**config.mk**
```make
export PLATFORM = sky130hd
export DESIGN_NAME = alu_cmd_issuer
export DESIGN_NICKNAME = d
export VERILOG_FILES = /design/src/rtl/alu_pkg.sv /design/src/rtl/cmd_fifo.sv /design/src/rtl/alu_cmd_issuer.sv
export SDC_FILE = /design/constraint.sdc
export NUM_CORES = 1
export LEC_CHECK = 0
export BUFFER_PORTS_ARGS = -buffer_cell sky130_fd_sc_hd__buf_2
export CORE_MARGIN = 1.5
export CORE_UTILIZATION = 40
export CTS_BUF_LIST = sky130_fd_sc_hd__clkbuf_16
export CTS_CLUSTER_SIZE = 30
export DETAILED_ROUTE_END_ITERATION = 8
export GPL_TIMING_DRIVEN = 0
export PLACE_DENSITY = 0.64
export SYNTH_ARGS = -nofsm -noshare
export SYNTH_HDL_FRONTEND = slang
export SYNTH_SLANG_ARGS = --single-unit
```
**constraint.sdc**
```tcl
create_clock -name clk -period 2.47 [get_ports clk]
set_clock_uncertainty 0.1 [all_clocks]
set_input_delay 0.247 -clock clk [delete_from_list [all_inputs] [get_ports clk]]
set_output_delay 0.247 -clock clk [all_outputs]
set_load 0.05 [all_outputs]
```
**src/rtl/alu_pkg.sv**
```systemverilog
// alu_pkg: definitions shared by the ALU command issuer and its neighbours.
//   OP_*     opcode encodings understood by the ALU stage
//   ALU_LAT  register stages between alu_* and the ALU stage's out
//   OPND_W   operand width of the ALU stage
//   alu_cmd_t  one buffered command {a, b, op}
package alu_pkg;

    localparam logic [1:0] OP_ADD = 2'b00;
    localparam logic [1:0] OP_MUL = 2'b01;
    localparam logic [1:0] OP_OR  = 2'b10;
    localparam logic [1:0] OP_AND = 2'b11;

    // The valid pipe is ALU_LAT+1 long: one stage for our own issue register,
    // then ALU_LAT stages inside the ALU.
    localparam int unsigned ALU_LAT = 2;

    localparam int unsigned OPND_W = 4;

    typedef struct packed {
        logic [OPND_W-1:0] a;
        logic [OPND_W-1:0] b;
        logic [1:0]        op;
    } alu_cmd_t;

endpackage

```
**src/rtl/cmd_fifo.sv**
```systemverilog
// cmd_fifo: command buffer with a count register for occupancy.
//   clk, rst      clock, asynchronous active-low reset (pointers/count only)
//   push, wdata   write one entry (caller guarantees !full)
//   pop, rdata    rdata is the head entry; pop advances it (caller guarantees !empty)
//   full, empty   occupancy flags
//   count         current occupancy
module cmd_fifo #(
    parameter int unsigned DEPTH = 4,
    parameter int unsigned DW    = 10
) (
    input  logic                         clk,
    input  logic                         rst,
    input  logic                         push,
    input  logic [DW-1:0]                wdata,
    input  logic                         pop,
    output logic [DW-1:0]                rdata,
    output logic                         full,
    output logic                         empty,
    output logic [$clog2(DEPTH+1)-1:0]   count
);

    localparam int unsigned PW = $clog2(DEPTH);
    localparam int unsigned CW = $clog2(DEPTH+1);

    logic [DW-1:0] mem [DEPTH];
    logic [PW-1:0] wr_ptr;
    logic [PW-1:0] rd_ptr;
    logic [CW-1:0] cnt;

    // Storage is deliberately not reset; only pointers and count are.
    always_ff @(posedge clk) begin
        if (push) begin
            mem[wr_ptr] <= wdata;
        end
    end

    // DEPTH is a power of two, so pointer wrap is natural overflow.
    always_ff @(posedge clk or negedge rst) begin
        if (!rst) begin
            wr_ptr <= '0;
            rd_ptr <= '0;
            cnt    <= '0;
        end else begin
            if (push) begin
                wr_ptr <= wr_ptr + 1'b1;
            end
            if (pop) begin
                rd_ptr <= rd_ptr + 1'b1;
            end
            if (push && !pop) begin
                cnt <= cnt + 1'b1;
            end else if (pop && !push) begin
                cnt <= cnt - 1'b1;
            end
        end
    end

    assign rdata = mem[rd_ptr];
    assign full  = (cnt == CW'(DEPTH));
    assign empty = (cnt == '0);
    assign count = cnt;

endmodule

```
**src/rtl/alu_cmd_issuer.sv**
```systemverilog
// alu_cmd_issuer: buffers ALU commands and issues at most one per cycle onto the
// registered ALU stage, with a res_valid strobe aligned to the ALU result.
//   clk, rst                  clock, asynchronous active-low reset
//   in_valid/in_ready         upstream handshake; in_ready = !full
//   in_a, in_b, in_op         command operands and opcode
//   issue_en                  downstream permit to issue this cycle
//   alu_a, alu_b, alu_op      registered command to the ALU stage
//   res_valid                 ALU out holds the result of an issued command
//   count                     FIFO occupancy
module alu_cmd_issuer
    import alu_pkg::*;
#(
    parameter int unsigned DEPTH = 4,
    parameter int unsigned W     = 4
) (
    input  logic                         clk,
    input  logic                         rst,
    input  logic                         in_valid,
    output logic                         in_ready,
    input  logic [W-1:0]                 in_a,
    input  logic [W-1:0]                 in_b,
    input  logic [1:0]                   in_op,
    input  logic                         issue_en,
    output logic [W-1:0]                 alu_a,
    output logic [W-1:0]                 alu_b,
    output logic [1:0]                   alu_op,
    output logic                         res_valid,
    output logic [$clog2(DEPTH+1)-1:0]   count
);

    localparam int unsigned DW = 2 * W + 2;

    logic          full;
    logic          empty;
    logic          push;
    logic          pop;
    logic [DW-1:0] head;
    logic [ALU_LAT:0] vpipe;

    // No push-through when full and no bypass when empty: both decisions use
    // only the occupancy before the edge.
    assign push     = in_valid && !full;
    assign pop      = issue_en && !empty;
    assign in_ready = !full;

    cmd_fifo #(
        .DEPTH (DEPTH),
        .DW    (DW)
    ) u_fifo (
        .clk   (clk),
        .rst   (rst),
        .push  (push),
        .wdata ({in_a, in_b, in_op}),
        .pop   (pop),
        .rdata (head),
        .full  (full),
        .empty (empty),
        .count (count)
    );

    // Issue register plus valid pipe; alu_* hold their value on a bubble.
    always_ff @(posedge clk or negedge rst) begin
        if (!rst) begin
            alu_a  <= '0;
            alu_b  <= '0;
            alu_op <= '0;
            vpipe  <= '0;
        end else begin
            vpipe <= {vpipe[ALU_LAT-1:0], pop};
            if (pop) begin
                alu_a  <= head[DW-1 -: W];
                alu_b  <= head[W+1 -: W];
                alu_op <= head[1:0];
            end
        end
    end

    assign res_valid = vpipe[ALU_LAT];

endmodule

```
# After elaboration in Yosys (flattened, before gate mapping)
# Memory sizes are Yosys's and may differ from the RTL's. A register that Yosys moved wholly into a read port is not among the register bits.
# Cells that the tools add are included.
dict set report word_totals {
  register_bits 10
  mem_bits_rw 40
  input_bits 14
  output_inout_bits 15
  n_memories 1
}
dict set report op_classes {
  n_addsub 4
  eq_ne 1
  muxes 4
  reduce_logical 11
}
# name words word_bits read_ports rd_ports_with_merged_regs wr line
set memory_table {}
lappend memory_table {u_fifo.mem 4 10 1 1 1 cmd_fifo.sv:25} ;# logic [DW-1:0] mem [DEPTH];
# op count
set ops {}
lappend ops {{$mux W3} 2}
lappend ops {{$logic_not A1 Y1} 5}
lappend ops {{$add A2 B1 Y2 const B} 2}
lappend ops {{$logic_and A1 B1 Y1} 4}
lappend ops {{$add A3 B1 Y3 const B} 1}
lappend ops {{$eq A3 B3 Y1 const B} 1}
lappend ops {{$logic_not A3 Y1} 1}
lappend ops {{$sub A3 B1 Y3 const B} 1}
lappend ops {{$mux W1} 2}
lappend ops {{$reduce_bool A2 Y1} 1}

# Depth between registers and ports, before layout
# Gate-level depths: netlist of the first run.
dict set report depth {
  ltp_word 7
  mapped_depth 8
  ltp_nobuf 8
}

# Modules after synthesis
# Synthesis of the first run repeated with hierarchy kept, for this count alone.
dict set report hier_totals {
  cells_unflattened 113
  area_unflattened_um2 2356.0
}
# mod instances cells_per_inst area_per_inst_um2 seq_area_each_um2
set modules_own_cells {}
lappend modules_own_cells {cmd_fifo 1 86 1840.5 1376.3}
lappend modules_own_cells {alu_cmd_issuer 1 27 515.5 325.3}

# Worst setup path before layout of the first run
# Ideal clock, no wire load.
dict set report synth_path {
  path_type {register -> register}
  from {register u_fifo.cnt[1], in the netlist u_fifo.count[1]}
  to {register u_fifo.cnt[2], in the netlist u_fifo.count[2]}
  t_arrival_ns 2.134
  t_required_ns 2.220
  setup_slack_ns 0.086
  stages_incl_launch_ff 9
  path_cell_list {dfrtp_1 o31ai_4 buf_2 ha_1 inv_1 fa_1 xor2_1 nor2_1 xor2_1}
}
dict set report synth_via {
  elab_chain_cells 6
}
# element line
set synth_rtl {}
lappend synth_rtl {{start: declaration} cmd_fifo.sv:28} ;# logic [CW-1:0] cnt;
lappend synth_rtl {{start signal: assignment} cmd_fifo.sv:51} ;# cnt <= cnt + 1'b1;
lappend synth_rtl {{start signal: assignment} cmd_fifo.sv:53} ;# cnt <= cnt - 1'b1;
lappend synth_rtl {{parallel branches: the longest is 6 deep, another holds $sub A3 B1 Y3} --}
# Parallel ways; which one is timed is not known. The select of a mux whose other input is x is not followed.
# A chain may end at the register's enable or synchronous reset.

# Worst setup path in the final report of the first run
# Ends and elaborated chain as after synthesis.

==> results of run 1 <==
==> kinds of logic (layout without fill, tap and decap cells) <==
family	Yosys count	count (layout)
buffers and inverters	8	53
XOR/XNOR	6	6
AND/OR/NAND/NOR	38	38
AO/OA/AOI/OAI	2	2
adder cells (fa/ha/maj)	6	6
flip-flops	60	60
multiplexers	12	12
==> state kept, by name (all words and copies together) (netlist names) <==
signal / cells
u_fifo.mem: 40
u_fifo.rd_ptr: 2
alu_op: 2
alu_a: 4
u_fifo.count: 3
alu_b: 4
u_fifo.wr_ptr: 2
vpipe: 3
==> critical path, cell delays in order (launching register included) <==
cell and delay (ns):
dfrtp_1 0.45, o31ai_4 0.34, buf_4 0.24, ha_1 0.20
inv_1 0.07, fa_1 0.37, xor2_1 0.17, nor2_1 0.12
xor2_1 0.15
==> cells in the mapped netlist <==
cell,n
mux4_1,2
buf_6,1
inv_1,4
mux2_2,2
mux4_2,8
dfrtp_1,20
nand2_1,32
and2_1,4
ha_1,5
o31ai_4,1
xnor2_1,4
xor2_1,2
nor2_1,2
fa_1,1
edfxtp_1,40
a21boi_2,1
buf_2,3
==> timing repair <==
item	4_1_cts	5_1_grt
hold endpoints to repair	20	0
resized for setup	0	2
hold buffers	1	0
buffers inserted	0	0
endpoints found under the setup margin	0	1
==> worst paths after layout <==
kind	end	slack, ns
hold / removal	u_fifo.mem[2][8]	0.05
setup reg to reg	u_fifo.count[2]	0.19
min in group asynchronous	alu_op[1]	0.32
setup / recovery	u_fifo.count[2]	0.19
hold reg to reg	vpipe[2]	0.25
max in group asynchronous	u_fifo.rd_ptr[0]	1.63
==> metal layers <==
metal,share of wire,routed length [um]
met1,0.39,1560
met5,0,0
met4,0.017,70
met3,0.046,185
met2,0.55,2210
==> layout make-up <==
class	count	share of cell area
clock inverters	7	0.0207
flip-flops and latches	60	0.598
repair buffers	29	0.0528
clock buffers	9	0.0792
multi-input cells	64	0.202
well taps	72	0.0317
inverters	4	0.00528
plain buffers	4	0.0101
==> power groups by stage <==
stage               registers [uW]  logic [uW]  clock network [uW]
floorplan                     1910         635                   0
global placement              1540        1280                   0
detailed placement            1560        1330                   0
CTS                           1550        1340                1180
global route                  1580        1410                1220
finish                        1540        1320                1160
==> stage by stage <==
stage	hold slack, ns	cell area [um^2]
2_1_floorplan	-0.149	2320
3_3_place_gp	0.112	2550
3_5_place_dp	0.127	2550
4_1_cts	0.0362	2840
5_1_grt	0.0434	2850
6_report	0.0476	2850
==> impl_metrics.json, run 1 <==
{
  "drc_errors": 0,
  "ant_nets": 0,
  "cp-end-kind": "flop",
  "seq_area_um2": 1700,
  "htree_levels": 3,
  "start_util": 0.418,
  "synthAdderAreaFrac": 0.0356,
  "drt_iter0_drc": 47,
  "fin_ws_ns": 0.189,
  "num_rows": 27,
  "ys_seq_area_frac": 0.734,
  "placed_cells_incl_taps": 232,
  "ir_worst_vdd_mv": 0.658,
  "r2r_cells": 8,
  "syn2layout_area_growth_pct": 22.7,
  "grt_start_max_net_pins": 21,
  "tightest_slew_ns": 0.591,
  "wl_per_cell_um": 16.2,
  "vias": 1194,
  "hold_violations": 0,
  "syn_inst": 132,
  "coreArea_um2": 5540,
  "internal_power_uw": 2600,
  "met1_usage": 0.160,
  "fin_total_pwr_uw": 4020,
  "rsz0062_at_grt": "no",
  "period_share": 0.924,
  "worstPathRequired_ns": 2.61,
  "drv_slew": 0,
  "hold_start": "in_a[2]",
  "routed_via_density": 4.80,
  "die_h_um": 79.1,
  "grt_pass1_vias": 1254,
  "holdPathStages": 1,
  "fmax_mhz": 438,
  "clockPowerShare": 0.289,
  "synthMuxAreaShare": 0.110,
  "yosys.area.top_type": "edfxtp_1",
  "cts.path.max_buffers": 2,
  "start_kind": "flop",
  "die_area_um2": 6260,
  "cts-root-buf": "clkbuf_16",
  "mostFrequentLayoutCell": "edfxtp_1",
  "fp.dieW_um": 79.1,
  "hpwl_um": 2600,
  "fin_nets": 192,
  "syn_nets": 152,
  "cts_made_buffers": 9,
  "outcome": "finished clean",
  "grt_use_total": 0.146,
  "pre_cts_ws_ns": 0.0947,
  "gp_congestion": 0.709,
  "most-common-layout-cells": "edfxtp_1 (40), nand2_1 (32), buf_2 (30), dfrtp_1 (20), clkbuf_16 (9)",
  "tns_ns": 0,
  "totalWireLength_um": 4030,
  "cp.arrival_ns": 2.42,
  "grt_util_met3": 0.0356,
  "syn_area_um2": 2320,
  "ios": 29,
  "combPwrFrac": 0.327,
  "multiInputGateArea_um2": 576,
  "insertion_delay_ns": 0.32,
  "finalCriticalPeriod_ns": 2.28,
  "swShare": 0.354,
  "power_leakage_uw": 0.00116,
  "antenna_found_initial": 0,
  "max_cap_viol_count": 0,
  "fin_util": 0.514,
  "cp-startpoint": "u_fifo.count[1]",
  "cts.sinks": 60,
  "path_clk_slew_ns": 0.05,
  "grt_pass1_wl_um": 6330,
  "n_fill_cell": 476,
  "busiest_layer": "met2",
  "timing.rr.start": "u_fifo.count[1]",
  "power_frac_seq": 0.384,
  "instances_no_fill": 249,
  "first_pass_iters": 4,
  "hp-class": "input pin to flop",
  "synthTopCellsByArea": "edfxtp_1 (52%), dfrtp_1 (22%), mux4_2 (7.8%)",
  "synth-seq-cells": 60,
  "cts_tree": "done",
  "grtUsageMet2": 0.258,
  "syn_avg_cell_area_um2": 17.6,
  "diodes": 0,
  "drive_gt1_frac": 0.322,
  "yosys.area_share.simple": 0.0658,
  "synth_xor_area_frac": 0.0227,
  "p_switching_uw": 1420,
  "critPathMaxFanout": 10,
  "finalSetupViolations": 0,
  "slew_headroom": 0.606,
  "synth_top_family_by_area": "multiplexers",
  "synth_compound_area_frac": 0.0140,
  "portBuffers": 28,
  "crit_type": "flop to flop",
  "synth_top_cell_area_share": 0.518,
  "p_per_area_nw_per_um2": 1410,
  "grt-ovfl-total": 0,
  "synth_cell_types": 17,
  "ys_warn_count": 0
}
No activity file was read; power rests on OpenSTA's default activity.
==> inputs of run 2 (changes only) <==
Settings changed: CORE_MARGIN 1.5 to not set, CTS_CLUSTER_DIAMETER set to 60.
Clock period 2.47 ns to 2.4 ns, I/O delays scaled along.
==> run 2 against run 1 <==
Clock power up 5%. Flip-flop and latch count is the same. Sequential share of layout area down 0.26 points. Largest cell class unchanged. Largest power group unchanged. Highest routed layer unchanged.
==> impl_metrics.json, run 2 (same netlist as run 1, synthesis figures left out) <==
{
  "fin_ws_ns": 0.131,
  "portBuffers": 28,
  "r2r_end": "u_fifo.count[2]",
  "timing.hold.worst_endpoint": "u_fifo.mem[2][8]",
  "gp_congestion": 0.724,
  "grt_pass1_vias": 1222,
  "first_pass_iters": 4,
  "most-common-layout-cells": "edfxtp_1 (40), nand2_1 (32), buf_2 (30), dfrtp_1 (20), clkbuf_16 (9)",
  "critPathMaxFanout": 10,
  "start_kind": "flop",
  "routed_via_density": 4.67,
  "syn2layout_area_growth_pct": 23.3,
  "cts-root-buf": "clkbuf_16",
  "grt_start_max_net_pins": 21,
  "finalSetupViolations": 0,
  "placed_cell_area_um2": 2550,
  "cts_tree": "done",
  "instances_no_fill": 249,
  "placed_cells_incl_taps": 232,
  "ios": 29,
  "antenna_found_initial": 0,
  "hpwl_um": 2430,
  "mostFrequentLayoutCell": "edfxtp_1",
  "drc_errors": 0,
  "slew_headroom": 0.604,
  "hold_violations": 0,
  "fin_nets": 192,
  "top_register": "u_fifo.mem",
  "drt_iter0_drc": 52,
  "grt-ovfl-total": 0,
  "ant_nets": 0,
  "ir_worst_vdd_mv": 0.645,
  "r2r_cells": 8,
  "vias": 1163,
  "die_h_um": 78.1,
  "pre_cts_ws_ns": 0.0129,
  "r2r_slack_ns": 0.13,
  "coreArea_um2": 5540,
  "timing.rr.start": "u_fifo.count[1]",
  "outcome": "finished clean",
  "diodes": 0,
  "crit_type": "flop to flop",
  "holdPathStages": 1,
  "hp-class": "input pin to flop",
  "drv_slew": 0,
  "rsz0062_at_grt": "no",
  "max_cap_viol_count": 0,
  "wl_per_cell_um": 15.1,
  "hold_start": "in_a[2]",
  "totalWireLength_um": 3760,
  "postLayoutCellArea_um2": 2860,
  "grt_use_total": 0.144,
  "insertion_delay_ns": 0.32,
  "grt_pass1_wl_um": 6090,
  "die_area_um2": 6100,
  "tightest_slew_ns": 0.594,
  "drive_gt1_frac": 0.339,
  "worstPathRequired_ns": 2.54,
  "num_rows": 27,
  "cts_made_buffers": 9,
  "cts.path.max_buffers": 2,
  "cts.sinks": 60,
  "start_util": 0.418,
  "cp.arrival_ns": 2.41,
  "largest_reg_flops": 40,
  "p_per_area_nw_per_um2": 1450,
  "fmax_mhz": 441,
  "fp.dieW_um": 78.1,
  "tns_ns": 0,
  "period_share": 0.945,
  "htree_levels": 3,
  "power_leakage_uw": 0.00116,
  "top_regs": "u_fifo.mem: 40 flops, alu_a: 4 flops, alu_b: 4 flops",
  "finalCriticalPeriod_ns": 2.27,
  "cp-end-kind": "flop",
  "path_clk_slew_ns": 0.05
}
[run 2: cell count changes in the layout (fill, tap and decap cells not counted)]
cell / delta
buf_4: -1
inv_1: -1
clkinvlp_4: +2
clkinv_2: +1
buf_6: +1
clkinv_1: -2
[run 2: stage by stage]
step | hold WS [ns] | power, uW | util
3_3_place_gp | 0.108 | 2900 | 0.460
5_1_grt | 0.0308 | 4360 | 0.516
6_report | 0.0330 | 4140 | 0.516
2_1_floorplan | -0.156 | 2620 | -
3_5_place_dp | 0.120 | 2950 | 0.460
4_1_cts | 0.0206 | 4200 | 0.515
[run 2: worst max path at each step]
stage / start / end / slack [ns] / cells after the start
3_5_place_dp: u_fifo.count[1] / u_fifo.count[2] / 0.01 / 8
4_1_cts: u_fifo.count[1] / u_fifo.count[2] / 0.07 / 8
2_1_floorplan: u_fifo.count[1] / u_fifo.count[2] / 0.02 / 8
5_1_grt: u_fifo.count[1] / u_fifo.count[2] / 0.009 / 8
3_3_place_gp: u_fifo.count[1] / u_fifo.count[2] / 0.11 / 8
6_report: u_fifo.count[1] / u_fifo.count[2] / 0.13 / 8
[run 2: repair_timing]
action | in CTS | in global routing
endpoints found under the hold margin | 20 | 0
endpoints found under the setup margin | 1 | 1
buffers inserted | 0 | 0
cloned | 0 | 0
pin swaps | 0 | 1
hold buffers | 1 | 0
resized for setup | 1 | 1
[run 2: report_power, final]
group | total (uW) | internal (uW) | switching (uW)
sequential | 1590 | 1420 | 163
combinational | 1340 | 465 | 872
clock | 1220 | 795 | 426
[run 2: layout make-up]
class | count | area, um^2
repair buffers | 29 | 150
well taps | 72 | 90.1
flip-flops and latches | 60 | 1700
plain buffers | 4 | 32.5
multi-input cells | 64 | 576
clock inverters | 7 | 67.6
fillers | 464 | 2680
inverters | 4 | 15.0
clock buffers | 9 | 225
[run 2: metal layers]
| layer | track usage | share of wire | vias to the layer above |
|---|---|---|---|
| li1 | - | - | 560 |
| met5 | 0 | 0 | - |
| met2 | 0.253 | 0.53 | 28 |
| met1 | 0.149 | 0.42 | 568 |
| met4 | 0.0778 | 0.014 | 0 |
| met3 | 0.0535 | 0.041 | 7 |
[run 2: worst max-delay path, cell delays in order, from the launching register on]
cell and delay, ns:
dfrtp_1 0.44, o31ai_4 0.35, buf_6 0.20, ha_1 0.20
inv_1 0.08, fa_1 0.39, xor2_1 0.17, nor2_1 0.12
xor2_1 0.15
==> inputs of run 3 (changes only) <==
Settings changed: GPL_TIMING_DRIVEN 0 to not set.
==> run 3 against run 2 <==
Sequential power barely moved. Wire length rose by 3.7%. Die area did not move. Final cell count fell by 0.80%. Flip-flop and latch count did not move. Sequential share of layout area rose by 0.58 points. Largest power group unchanged.
==> impl_metrics.json, run 3 (same netlist as run 1, synthesis figures left out) <==
{
  "outcome": "finished clean",
  "portBuffers": 28,
  "tns_ns": 0,
  "finalSetupViolations": 0,
  "top_register": "u_fifo.mem",
  "fp.dieW_um": 78.1,
  "placed_cells_incl_taps": 230,
  "start_util": 0.418,
  "grt_pass1_wl_um": 6380,
  "rsz0062_at_grt": "no",
  "hp-class": "input pin to flop",
  "largest_reg_flops": 40,
  "grt-ovfl-total": 0,
  "grt_use_total": 0.153,
  "critPathMaxFanout": 7,
  "coreArea_um2": 5540,
  "start_kind": "flop",
  "finalCriticalPeriod_ns": 2.20,
  "grt_start_max_net_pins": 21,
  "ir_worst_vdd_mv": 0.548,
  "cp.arrival_ns": 2.33,
  "drive_gt1_frac": 0.320,
  "fin_nets": 190,
  "power_leakage_uw": 0.00115,
  "top_regs": "u_fifo.mem: 40 flops, alu_a: 4 flops, alu_b: 4 flops",
  "cts_repair_resize_count": 0,
  "cts_made_buffers": 9,
  "num_rows": 27,
  "instances_no_fill": 247,
  "ios": 29,
  "hold_violations": 0,
  "cts-root-buf": "clkbuf_16",
  "syn2layout_area_growth_pct": 22.1,
  "drc_errors": 0,
  "vias": 1172,
  "gp_congestion": 0.698,
  "drt_iter0_drc": 59,
  "fmax_mhz": 455,
  "slew_headroom": 0.610,
  "first_pass_iters": 4,
  "worstPathRequired_ns": 2.54,
  "period_share": 0.915,
  "cts_tree": "done",
  "die_h_um": 78.1,
  "drv_slew": 0,
  "max_cap_viol_count": 0,
  "grt_pass1_vias": 1260,
  "antenna_found_initial": 0,
  "mostFrequentLayoutCell": "edfxtp_1",
  "most-common-layout-cells": "edfxtp_1 (40), nand2_1 (32), buf_2 (28), dfrtp_1 (20), clkbuf_16 (9)",
  "ant_nets": 0,
  "post_cts_buffers": 0,
  "cts.sinks": 60,
  "diodes": 0,
  "htree_levels": 3,
  "path_clk_slew_ns": 0.05,
  "totalWireLength_um": 3900,
  "crit_type": "flop to flop",
  "p_per_area_nw_per_um2": 1450,
  "wl_per_cell_um": 15.8,
  "hold_buffers": 1,
  "hpwl_um": 2470,
  "cp-end-kind": "flop",
  "die_area_um2": 6100,
  "cts.path.max_buffers": 2,
  "insertion_delay_ns": 0.32,
  "routed_via_density": 4.74,
  "tightest_slew_ns": 0.586
}
==> run 3: cell types whose count changed in the layout (fill, tap and decap cells not counted) <==
cell / delta
clkinvlp_4: -3
clkinv_1: +2
buf_2: -2
buf_4: +2
buf_6: -2
clkinv_2: +1
==> run 3: power breakdown <==
group | total, uW | internal, uW | switching (uW)
logic | 1320 | 455 | 862
registers | 1610 | 1420 | 186
clock network | 1190 | 785 | 404
total | 4120 | 2660 | 1450
==> run 3: worst paths after layout <==
path	startpoint	end	slack, ns	depth (start not counted)
min reg2reg	vpipe[0]	vpipe[1]	0.25	0
min in group asynchronous	rst	alu_op[1]	0.31	2
max	u_fifo.count[0]	u_fifo.count[2]	0.20	8
min	in_op[1]	u_fifo.mem[2][1]	0.03	1
max reg2reg	u_fifo.count[0]	u_fifo.count[2]	0.20	8
max in group asynchronous	rst	alu_b[0]	1.57	2
==> run 3: stage by stage <==
stage	utilization	hold slack [ns]	total power [uW]	worst slack, ns	area, um^2
4_1_cts	0.511	0.0213	4180	0.175	2830
6_report	0.511	0.0338	4120	0.204	2830
2_1_floorplan	-	-0.156	2620	0.0160	2320
3_3_place_gp	0.458	0.111	2880	0.351	2540
5_1_grt	0.511	0.0240	4350	0.0172	2830
3_5_place_dp	0.458	0.119	2970	0.191	2540
==> run 3: area by class of cell <==
type / count / area [um^2]
fillers: 472 / 2710
flip-flops and latches: 60 / 1700
multi-input cells: 64 / 576
clock buffers: 9 / 225
repair buffers: 31 / 165
well taps: 72 / 90.1
clock inverters: 7 / 57.6
inverters: 4 / 15.0
==> run 3: per-layer routing <==
| metal | up-vias | global-route usage | part of all wire |
|---|---|---|---|
| met5 | - | 0 | 0 |
| li1 | 552 | - | - |
| met4 | 0 | 0.0722 | 0.0097 |
| met3 | 4 | 0.0640 | 0.036 |
| met1 | 592 | 0.171 | 0.42 |
| met2 | 24 | 0.254 | 0.53 |
==> run 3: worst max-delay path, stage by stage, from the launching register on <==
cell,delay [ns]
dfrtp_1,0.48
nor2_1,0.11
a21boi_2,0.30
ha_1,0.24
inv_1,0.06
fa_1,0.38
xor2_1,0.17
nor2_1,0.11
xor2_1,0.17
